--- src/rtl/seq_det_pkg.sv ---
// Shared definitions for the serial sequence-detector family.
//   DEF_PAT_LEN / DEF_CNT_W : default pattern length and hit-counter width
//   OVL_OFF / OVL_ON        : encoding of the cfg_overlap control bit
package seq_det_pkg;

  localparam int unsigned DEF_PAT_LEN = 4;
  localparam int unsigned DEF_CNT_W   = 8;

  localparam logic OVL_OFF = 1'b0;
  localparam logic OVL_ON  = 1'b1;

endpackage : seq_det_pkg

--- src/rtl/pattern_detector_if.sv ---
// Bus bundle for pattern_detector: configuration, serial input and status.
//   master : bit source / controller (drives cfg_*, cnt_clr, din_valid, din)
//   slave  : the detector (drives detected, hit_count, cnt_sat)
interface pattern_detector_if #(
  parameter int unsigned PAT_LEN = 4,
  parameter int unsigned CNT_W   = 8
);

  logic               cfg_load;
  logic [PAT_LEN-1:0] cfg_pattern;
  logic               cfg_overlap;
  logic               cnt_clr;
  logic               din_valid;
  logic               din;
  logic               detected;
  logic [CNT_W-1:0]   hit_count;
  logic               cnt_sat;

  modport master (
    output cfg_load, cfg_pattern, cfg_overlap, cnt_clr, din_valid, din,
    input  detected, hit_count, cnt_sat
  );

  modport slave (
    input  cfg_load, cfg_pattern, cfg_overlap, cnt_clr, din_valid, din,
    output detected, hit_count, cnt_sat
  );

endinterface : pattern_detector_if

--- src/rtl/sat_counter.sv ---
// Saturating event counter with sticky saturation flag.
//   clk, rst_n : clock, asynchronous active-low reset
//   inc        : count one event (ignored once count is all-ones)
//   clr        : synchronous clear; applied before a same-cycle inc
//   count      : current count
//   sat        : sticky, set when count becomes all-ones
module sat_counter #(
  parameter int unsigned W = 8
) (
  input  logic         clk,
  input  logic         rst_n,
  input  logic         inc,
  input  logic         clr,
  output logic [W-1:0] count,
  output logic         sat
);

  logic [W-1:0] count_q, count_d, base;
  logic         sat_q, sat_d;

  // Clear first, then count, so a clear coincident with an event leaves 1.
  always_comb begin
    base    = clr ? '0 : count_q;
    count_d = base;
    if (inc && (base != '1)) begin
      count_d = base + W'(1);
    end
    sat_d = (clr ? 1'b0 : sat_q) | (count_d == '1);
  end

  always_ff @(posedge clk or negedge rst_n) begin
    if (!rst_n) begin
      count_q <= '0;
      sat_q   <= 1'b0;
    end else begin
      count_q <= count_d;
      sat_q   <= sat_d;
    end
  end

  assign count = count_q;
  assign sat   = sat_q;

endmodule : sat_counter

--- src/rtl/pattern_detector.sv ---
// Parametrised serial bit-pattern detector with runtime-loaded pattern,
// selectable overlapping / non-overlapping matching and a saturating hit counter.
//   clk, rst_n : clock, asynchronous active-low reset
//   bus        : pattern_detector_if slave
//                cfg_load/cfg_pattern/cfg_overlap : pattern load and match mode
//                cnt_clr                          : clear hit counter
//                din_valid/din                    : qualified serial input
//                detected                         : one-cycle pulse per match
//                hit_count/cnt_sat                : saturating match count
module pattern_detector
  import seq_det_pkg::*;
#(
  parameter int unsigned PAT_LEN = DEF_PAT_LEN,
  parameter int unsigned CNT_W   = DEF_CNT_W
) (
  input logic               clk,
  input logic               rst_n,
  pattern_detector_if.slave bus
);

  localparam int unsigned FILL_W = $clog2(PAT_LEN + 1);
  localparam logic [FILL_W-1:0] FILL_FULL = FILL_W'(PAT_LEN);

  logic [PAT_LEN-1:0] pat_q, pat_d;
  logic [PAT_LEN-1:0] hist_q, hist_d;
  logic [FILL_W-1:0]  fill_q, fill_d, fill_inc;
  logic               det_q, det_d;
  logic               match;
  logic [CNT_W-1:0]   hit_count;
  logic               cnt_sat;

  always_comb begin
    pat_d    = pat_q;
    hist_d   = hist_q;
    fill_d   = fill_q;
    fill_inc = fill_q;
    det_d    = 1'b0;
    match    = 1'b0;
    if (bus.cfg_load) begin
      // Load wins over a coincident sample; that bit is dropped.
      pat_d  = bus.cfg_pattern;
      hist_d = '0;
      fill_d = '0;
    end else if (bus.din_valid) begin
      hist_d   = (hist_q << 1) | PAT_LEN'(bus.din);
      fill_inc = (fill_q == FILL_FULL) ? fill_q : fill_q + FILL_W'(1);
      // fill guards against stale/reset history matching before PAT_LEN fresh bits.
      match    = (hist_d == pat_q) && (fill_inc == FILL_FULL);
      fill_d   = (match && (bus.cfg_overlap != OVL_ON)) ? '0 : fill_inc;
      det_d    = match;
    end
  end

  always_ff @(posedge clk or negedge rst_n) begin
    if (!rst_n) begin
      pat_q  <= '0;
      hist_q <= '0;
      fill_q <= '0;
      det_q  <= 1'b0;
    end else begin
      pat_q  <= pat_d;
      hist_q <= hist_d;
      fill_q <= fill_d;
      det_q  <= det_d;
    end
  end

  sat_counter #(
    .W (CNT_W)
  ) u_hit_cnt (
    .clk   (clk),
    .rst_n (rst_n),
    .inc   (match),
    .clr   (bus.cnt_clr),
    .count (hit_count),
    .sat   (cnt_sat)
  );

  assign bus.detected  = det_q;
  assign bus.hit_count = hit_count;
  assign bus.cnt_sat   = cnt_sat;

endmodule : pattern_detector
--- src/flat_wrapper.sv ---
// flat-port wrapper written by rule: the top's interface ports become plain ports
module pattern_detector_flat import seq_det_pkg::*;
#(
  parameter int unsigned PAT_LEN = DEF_PAT_LEN,
  parameter int unsigned CNT_W   = DEF_CNT_W
)
  (clk, rst_n, bus_cfg_load, bus_cfg_pattern, bus_cfg_overlap, bus_cnt_clr, bus_din_valid, bus_din, bus_detected, bus_hit_count, bus_cnt_sat);
  pattern_detector_if #(.PAT_LEN(PAT_LEN), .CNT_W(CNT_W)) bus_i ();
  input logic clk;
  input logic rst_n;
  input wire logic [$bits(bus_i.cfg_load)-1:0] bus_cfg_load;
  input wire logic [$bits(bus_i.cfg_pattern)-1:0] bus_cfg_pattern;
  input wire logic [$bits(bus_i.cfg_overlap)-1:0] bus_cfg_overlap;
  input wire logic [$bits(bus_i.cnt_clr)-1:0] bus_cnt_clr;
  input wire logic [$bits(bus_i.din_valid)-1:0] bus_din_valid;
  input wire logic [$bits(bus_i.din)-1:0] bus_din;
  output wire logic [$bits(bus_i.detected)-1:0] bus_detected;
  output wire logic [$bits(bus_i.hit_count)-1:0] bus_hit_count;
  output wire logic [$bits(bus_i.cnt_sat)-1:0] bus_cnt_sat;
  assign bus_i.cfg_load = bus_cfg_load;
  assign bus_i.cfg_pattern = bus_cfg_pattern;
  assign bus_i.cfg_overlap = bus_cfg_overlap;
  assign bus_i.cnt_clr = bus_cnt_clr;
  assign bus_i.din_valid = bus_din_valid;
  assign bus_i.din = bus_din;
  assign bus_detected = bus_i.detected;
  assign bus_hit_count = bus_i.hit_count;
  assign bus_cnt_sat = bus_i.cnt_sat;
  pattern_detector #(.PAT_LEN(PAT_LEN), .CNT_W(CNT_W)) u_core (.clk(clk), .rst_n(rst_n), .bus(bus_i));
endmodule
--- config.mk ---
export PLATFORM = sky130hd
export DESIGN_NAME = pattern_detector_flat
export DESIGN_NICKNAME = d
export VERILOG_FILES = /design/src/rtl/seq_det_pkg.sv /design/src/rtl/pattern_detector_if.sv /design/src/rtl/sat_counter.sv /design/src/rtl/pattern_detector.sv /design/src/flat_wrapper.sv
export SDC_FILE = /design/constraint.sdc
export NUM_CORES = 1
export LEC_CHECK = 0
export ABC_AREA = 1
export CORE_MARGIN = 2
export CORE_UTILIZATION = 55
export CTS_CLUSTER_DIAMETER = 80
export DETAILED_ROUTE_END_ITERATION = 8
export GPL_ROUTABILITY_DRIVEN = 0
export PLACE_DENSITY = 0.81
export SYNTH_ARGS = -nofsm -noshare
export SYNTH_HDL_FRONTEND = slang
export SYNTH_SLANG_ARGS = --single-unit
--- constraint.sdc ---
create_clock -name clk -period 2.61 [get_ports clk]
set_input_delay 0.6525 -clock clk [delete_from_list [all_inputs] [get_ports clk]]
set_output_delay 0.6525 -clock clk [all_outputs]
set_load 0.02 [all_outputs]
==> impl_metrics.csv, run 1 <==
group,metric,value,unit
die,io_pins,21,
final_layout,finalInstanceArea,1650,sq um
clocking,worstSkewPairLatency,0.32,ns
timing,period_minus_slack,2.34,ns
timing,finalSetupViolCount,0,
die,die_h,53.5,um
final_layout,multi_input_area,686,sq um
yosys,synth_commonest_cells,"62 x nand2_1, 32 x inv_1, 20 x dfrtp_1",
pwr,power_leakage,0.000856,uW
place,place_area,1590,sq um
yosys,synthTopCellsByArea,"dfrtp_1 37%, nand2_1 17%, inv_1 8.9%, nand2_2 5.6%, nand3_1 3.3%",
timing,final.period_utilization,0.896,
yosys,synth_top_area_share,0.371,
global_routing,grt_max_degree,21,
final_layout,insertedDiodeCount,0,
pwr,p_per_area,420,nW/um^2
die,die_area,2860,sq um
route,vias,1258,
die,core_area,2250,sq um
timing,slew_headroom,0.803,
route,vias_per_cell,5.13,
final_layout,area_delta_synth_final,22.1,%
timing,drv_slew,0,
worst_setup_path,worstSetupPathType,"input port to register",
timing,worstMarginPinSlew,0.292,ns
yosys,synth_fp_nets,206,
clocking,hold_buffers,0,
worst_setup_path,crit_required,2.83,ns
timing,finalWorstSetupSlack,0.272,ns
clocking,numCtsBuffers,3,
global_routing,grt_pass1_wl,5100,um
yosys,ys_ff_latch,20,
yosys,synth_most_common_cell,"nand2_1",
route,dr.pass1.iters,4,
route,drt_iter0_markers,31,
pwr,peakVddDrop,321,uV
route,drc_errors,0,
clocking,htree_levels,1,
route,final_antenna_net_count,0,
die,rows,17,
final_layout,drive_gt1_frac,0.166,
place,hpwl,2290,um
clocking,tritoncts,"built",
worst_setup_path,critPathMaxFanout,8,
yosys,ys_warn_count,0,
worst_setup_path,r2r_cells,13,
final_layout,regArea,500,sq um
timing,finClkSkew,0.00403,ns
yosys,yosysSeqAreaShare,0.371,
yosys,synthCells,192,
yosys,synth_edf_count,0,
yosys,yosysUniqueCellTypes,25,
worst_setup_path,cp-start-kind,"input port",
timing,rsz0062_at_grt,"no",
final_layout,layout.nets,232,
clocking,clk_path_buf_depth,2,
worst_hold_path,hold_class,"register to register",
clocking,cts-root-buf,"clkbuf_4",
clocking,clk_pin_slew,0.12,ns
route,post_drt_wl_per_cell,12.4,um
worst_setup_path,worstSetupEndpointType,"register",
yosys,synth_async_sr_flop_share,1.00,
yosys,syn-cell-area,1350,sq um
worst_hold_path,hold_path_depth,2,
timing,hold_violations,0,
global_routing,grt_usage,0.246,
global_routing,antenna_found_initial,0,
final_layout,n_fill_cell,190,
clocking,ctsResizeCount,0,
flow_run,maxCapViolCount,0,
place,io_buffers,20,
global_routing,grt_pass1_vias,1220,
die,start_util,0.598,
clocking,cts_setup_buffers,0,
die,die_w,53.5,um
final_layout,final_util,0.730,
yosys,synth_area_per_cell,7.02,sq um
yosys,synthFlopType,"dfrtp_1",
route,wirelength,3050,um
place,place_ws,-0.0183,ns
timing,fmax,428,MHz
status,status,"completed",
worst_setup_path,crit_arrival,2.56,ns
clocking,cts.sinks,20,
global_routing,grt_overflow_total,0,
yosys,synth_top_area_cell,"dfrtp_1",
state kept, by name (all words and copies together), names as in the netlist:
signal / cells
u_core.bus.detected: 1
u_core.fill_q: 3
u_core.hist_q: 3
u_core.pat_q: 4
u_core.u_hit_cnt.count: 8
u_core.u_hit_cnt.sat: 1
worst paths after layout:
| check | startpoint | end | slack [ns] |
|---|---|---|---|
| worst max-delay path | bus_cnt_clr | u_core.u_hit_cnt.sat$_DFF_PN0_ | 0.27 |
| max in group asynchronous | rst_n | u_core.u_hit_cnt.count[1]$_DFF_PN0_ | 1.75 |
| worst min-delay path | u_core.u_hit_cnt.sat$_DFF_PN0_ | u_core.u_hit_cnt.sat$_DFF_PN0_ | 0.52 |
| worst max register to register | u_core.fill_q[0]$_DFFE_PN0P_ | u_core.u_hit_cnt.sat$_DFF_PN0_ | 0.67 |
| min in group asynchronous | rst_n | u_core.fill_q[1]$_DFFE_PN0P_ | 0.65 |
| worst min register to register | u_core.u_hit_cnt.sat$_DFF_PN0_ | u_core.u_hit_cnt.sat$_DFF_PN0_ | 0.52 |
cell usage in the layout, fill, tap and decap left out, drive strengths merged:
cell / instances
clkinv: 2
nor3: 1
or2: 1
o21ai: 7
xnor2: 1
o31ai: 1
nand3: 13
nand4: 8
buf: 4
clkdlybuf4s50: 20
clkbuf: 3
nand2: 74
xor2: 1
o22ai: 6
bufinv: 1
ha: 3
inv: 35
dfrtp: 20
nor2: 16
cell type report:
type,count,share of cell area
clock buffers,3,0.0137
clock inverters,1,0.0183
inverters,37,0.0859
multi-input cells,132,0.417
flip-flops and latches,20,0.304
well taps,28,0.0213
repair buffers,24,0.140
logic make-up after synthesis:
| logic type | after synthesis | share of synthesized area |
|---|---|---|
| fa+ha+maj | 3 | 0.0279 |
| compound gates | 14 | 0.0594 |
| xor+xnor | 2 | 0.0130 |
| simple gates | 113 | 0.409 |
| buf+inv | 40 | 0.120 |
| flops | 20 | 0.371 |
per-layer routing:
metal	global-route usage	vias to the layer above	wire length (um)
li1	-	645	-
met1	0.319	572	1420
met2	0.426	36	1440
met3	0.0282	5	143
met4	0.0769	0	39
met5	0	-	0
per-stage QoR:
stage	setup TNS, ns	instances	hold WS, ns	power (uW)
2_1_floorplan	0	192	0.357	392
3_3_place_gp	0	241	0.478	426
3_5_place_dp	-0.0183	241	0.487	429
4_1_cts	0	245	0.531	694
5_1_grt	0	245	0.557	718
6_report	0	245	0.521	691
power breakdown:
part / internal [uW] / leakage, uW / switching [uW]
clock: 155 / 0.0000279 / 112
sequential: 320 / 0.000270 / 8.23
combinational: 39.8 / 0.000559 / 55.8
critical path, cell delays in order:
cell and delay, ns:
clkdlybuf4s50_1 0.48, nor2_1 0.19, ha_1 0.24, nand3_1 0.12
nor2_1 0.20, nand3_2 0.20, nand4_1 0.18, nand2_2 0.08
nand2_1 0.08, nor2_2 0.04, nand2_1 0.05, nand2_1 0.05
Note: power is estimated with default switching activity, not from simulation.
==> run 2, diff against run 1 <==
--- a/config.mk
+++ b/config.mk
@@ -12,6 +12,7 @@
 export DETAILED_ROUTE_END_ITERATION = 8
 export GPL_ROUTABILITY_DRIVEN = 0
 export PLACE_DENSITY = 0.81
+export SETUP_SLACK_MARGIN = 0.05
 export SYNTH_ARGS = -nofsm -noshare
 export SYNTH_HDL_FRONTEND = slang
 export SYNTH_SLANG_ARGS = --single-unit
==> results of run 2 <==
Same layout as run 1: the final DEF is identical, and so are final timing and power.
==> run 3, diff against run 2 <==
--- a/config.mk
+++ b/config.mk
@@ -7,11 +7,10 @@
 export LEC_CHECK = 0
 export ABC_AREA = 1
 export CORE_MARGIN = 2
-export CORE_UTILIZATION = 55
+export CORE_UTILIZATION = 25
 export CTS_CLUSTER_DIAMETER = 80
 export DETAILED_ROUTE_END_ITERATION = 8
 export GPL_ROUTABILITY_DRIVEN = 0
-export PLACE_DENSITY = 0.81
 export SETUP_SLACK_MARGIN = 0.05
 export SYNTH_ARGS = -nofsm -noshare
 export SYNTH_HDL_FRONTEND = slang
==> run 3 against run 2 <==
Effect of this change: die area rose by 110%; largest power group unchanged; largest cell class unchanged; clock power rose by 19%; worst setup slack improved by 0.013 ns; cell area rose by 5.1%.
==> impl_metrics.csv, run 3 (synthesized netlist as in run 1, its figures left out) <==
group,metric,value,unit
timing,fmax,430,MHz
worst_setup_path,r2r_cells,12,
timing,finalSetupTns,0,ns
timing,drv_slew,0,
timing,hold_ws,0.512,ns
worst_hold_path,hold_path_depth,2,
pwr,peakVddDrop,266,uV
clocking,cts.sinks,20,
final_layout,final_util,0.336,
worst_setup_path,critPathMaxFanout,8,
timing,finalSetupViolCount,0,
timing,final.period_utilization,0.891,
final_layout,drive_gt1_frac,0.179,
route,vias,1233,
timing,worstMarginPinSlew,0.289,ns
clocking,clk_path_buf_depth,2,
global_routing,grt_overflow_total,0,
final_layout,n_fill_cell,589,
timing,period_minus_slack,2.32,ns
place,io_buffers,20,
worst_setup_path,cp-start-kind,"input port",
clocking,tritoncts,"built",
route,drc_errors,0,
place,hpwl,2380,um
final_layout,area_delta_synth_final,28.3,%
route,post_drt_wl_per_cell,10.5,um
global_routing,grt_usage,0.107,
die,die_h,77.4,um
clocking,worstSkewPairLatency,0.27,ns
die,rows,26,
worst_setup_path,r2r_slack,0.73,ns
global_routing,grt_pass1_vias,1149,
final_layout,largest_reg_flops,8,
die,io_pins,21,
die,die_area,5990,sq um
flow_run,maxCapViolCount,0,
route,final_antenna_net_count,0,
timing,hold_violations,0,
clocking,htree_levels,1,
route,vias_per_cell,4.28,
final_layout,finalInstanceArea,1730,sq um
die,die_w,77.4,um
die,core_area,5140,sq um
global_routing,antenna_found_initial,0,
clocking,numCtsBuffers,3,
final_layout,insertedDiodeCount,0,
final_layout,layout.nets,233,
timing,finClkSkew,0.00359,ns
final_layout,mostFrequentLayoutCells,"62 x nand2_1, 32 x inv_1, 20 x clkdlybuf4s50_1, 20 x dfrtp_1, 12 x nand2_2",
global_routing,grt_max_degree,21,
clocking,cts-root-buf,"clkbuf_8",
timing,rsz0062_at_grt,"no",
pwr,p_per_area,428,nW/um^2
worst_setup_path,crit_required,2.78,ns
global_routing,grt_pass1_wl,5060,um
route,drt_iter0_markers,66,
final_layout,final_common_cell,"nand2_1",
place,place_area,1650,sq um
route,wirelength,3020,um
worst_setup_path,worstSetupPathType,"input port to register",
worst_setup_path,crit_arrival,2.49,ns
pwr,power_leakage,0.000869,uW
status,status,"completed",
route,dr.pass1.iters,4,
worst_hold_path,hold_class,"register to register",
clocking,clk_pin_slew,0.08,ns
die,start_util,0.262,
worst_setup_path,worstSetupEndpointType,"register",
timing,slew_headroom,0.806,
## run 3: cell count changes in the layout (fill, tap and decap cells not counted)
cell	before	now
nor2_2	4	6
clkbuf_4	3	0
clkbuf_8	0	3
buf_4	4	5
nor2_1	10	8
## run 3: path summary, 6_finish.rpt
kind                                                       end                           start
max in group asynchronous  u_core.u_hit_cnt.count[6]$_DFF_PN0_                           rst_n
min reg2reg                     u_core.u_hit_cnt.sat$_DFF_PN0_  u_core.u_hit_cnt.sat$_DFF_PN0_
min in group asynchronous          u_core.pat_q[2]$_DFFE_PN0P_                           rst_n
max reg2reg                     u_core.u_hit_cnt.sat$_DFF_PN0_    u_core.fill_q[0]$_DFFE_PN0P_
min                             u_core.u_hit_cnt.sat$_DFF_PN0_  u_core.u_hit_cnt.sat$_DFF_PN0_
max                             u_core.u_hit_cnt.sat$_DFF_PN0_                     bus_cnt_clr
## run 3: routing by layer
layer / global-route usage / part of all wire
met2: 0.169 / 0.47
met3: 0.0209 / 0.031
met5: 0 / 0
met1: 0.136 / 0.47
met4: 0.0643 / 0.024
## run 3: final cells by class
type / instances / area, sq um / share of cell area
repair buffers: 25 / 238 / 0.137
multi-input cells: 132 / 691 / 0.399
clock inverters: 1 / 30.0 / 0.0174
flip-flops and latches: 20 / 500 / 0.289
inverters: 37 / 141 / 0.0818
clock buffers: 3 / 41.3 / 0.0239
well taps: 70 / 87.6 / 0.0507
## run 3: critical path, stage by stage
cell and delay (ns):
clkdlybuf4s50_1 0.51, inv_4 0.09, nand2_1 0.06, inv_1 0.07
ha_1 0.20, nand3_1 0.12, nor2_2 0.16, nand3_2 0.18
inv_1 0.09, nor2_1 0.04, nand2_1 0.06, nand2_2 0.05
nand2_1 0.08, nor2_2 0.04, nand2_1 0.05, nand2_1 0.04
## run 3: repair_timing
| action | CTS | global route |
|---|---|---|
| setup buffers | 0 | 0 |
| hold buffers | 0 | 0 |
| gates resized for setup | 0 | 2 |
| setup endpoints to repair | 0 | 1 |
## run 3: per-stage QoR
stage          total power, uW  instances  setup slack, ns
3_3_place_gp               428        284         -0.00744
3_5_place_dp               430        284         -0.00251
2_1_floorplan              392        192            0.662
5_1_grt                    777        288           0.0719
4_1_cts                    752        288            0.260
6_report                   741        288            0.286
## run 3: report_power, final
part	switching [uW]	internal, uW
registers	7.83	320
logic	55.0	39.7
clock network	113	205
total	176	565
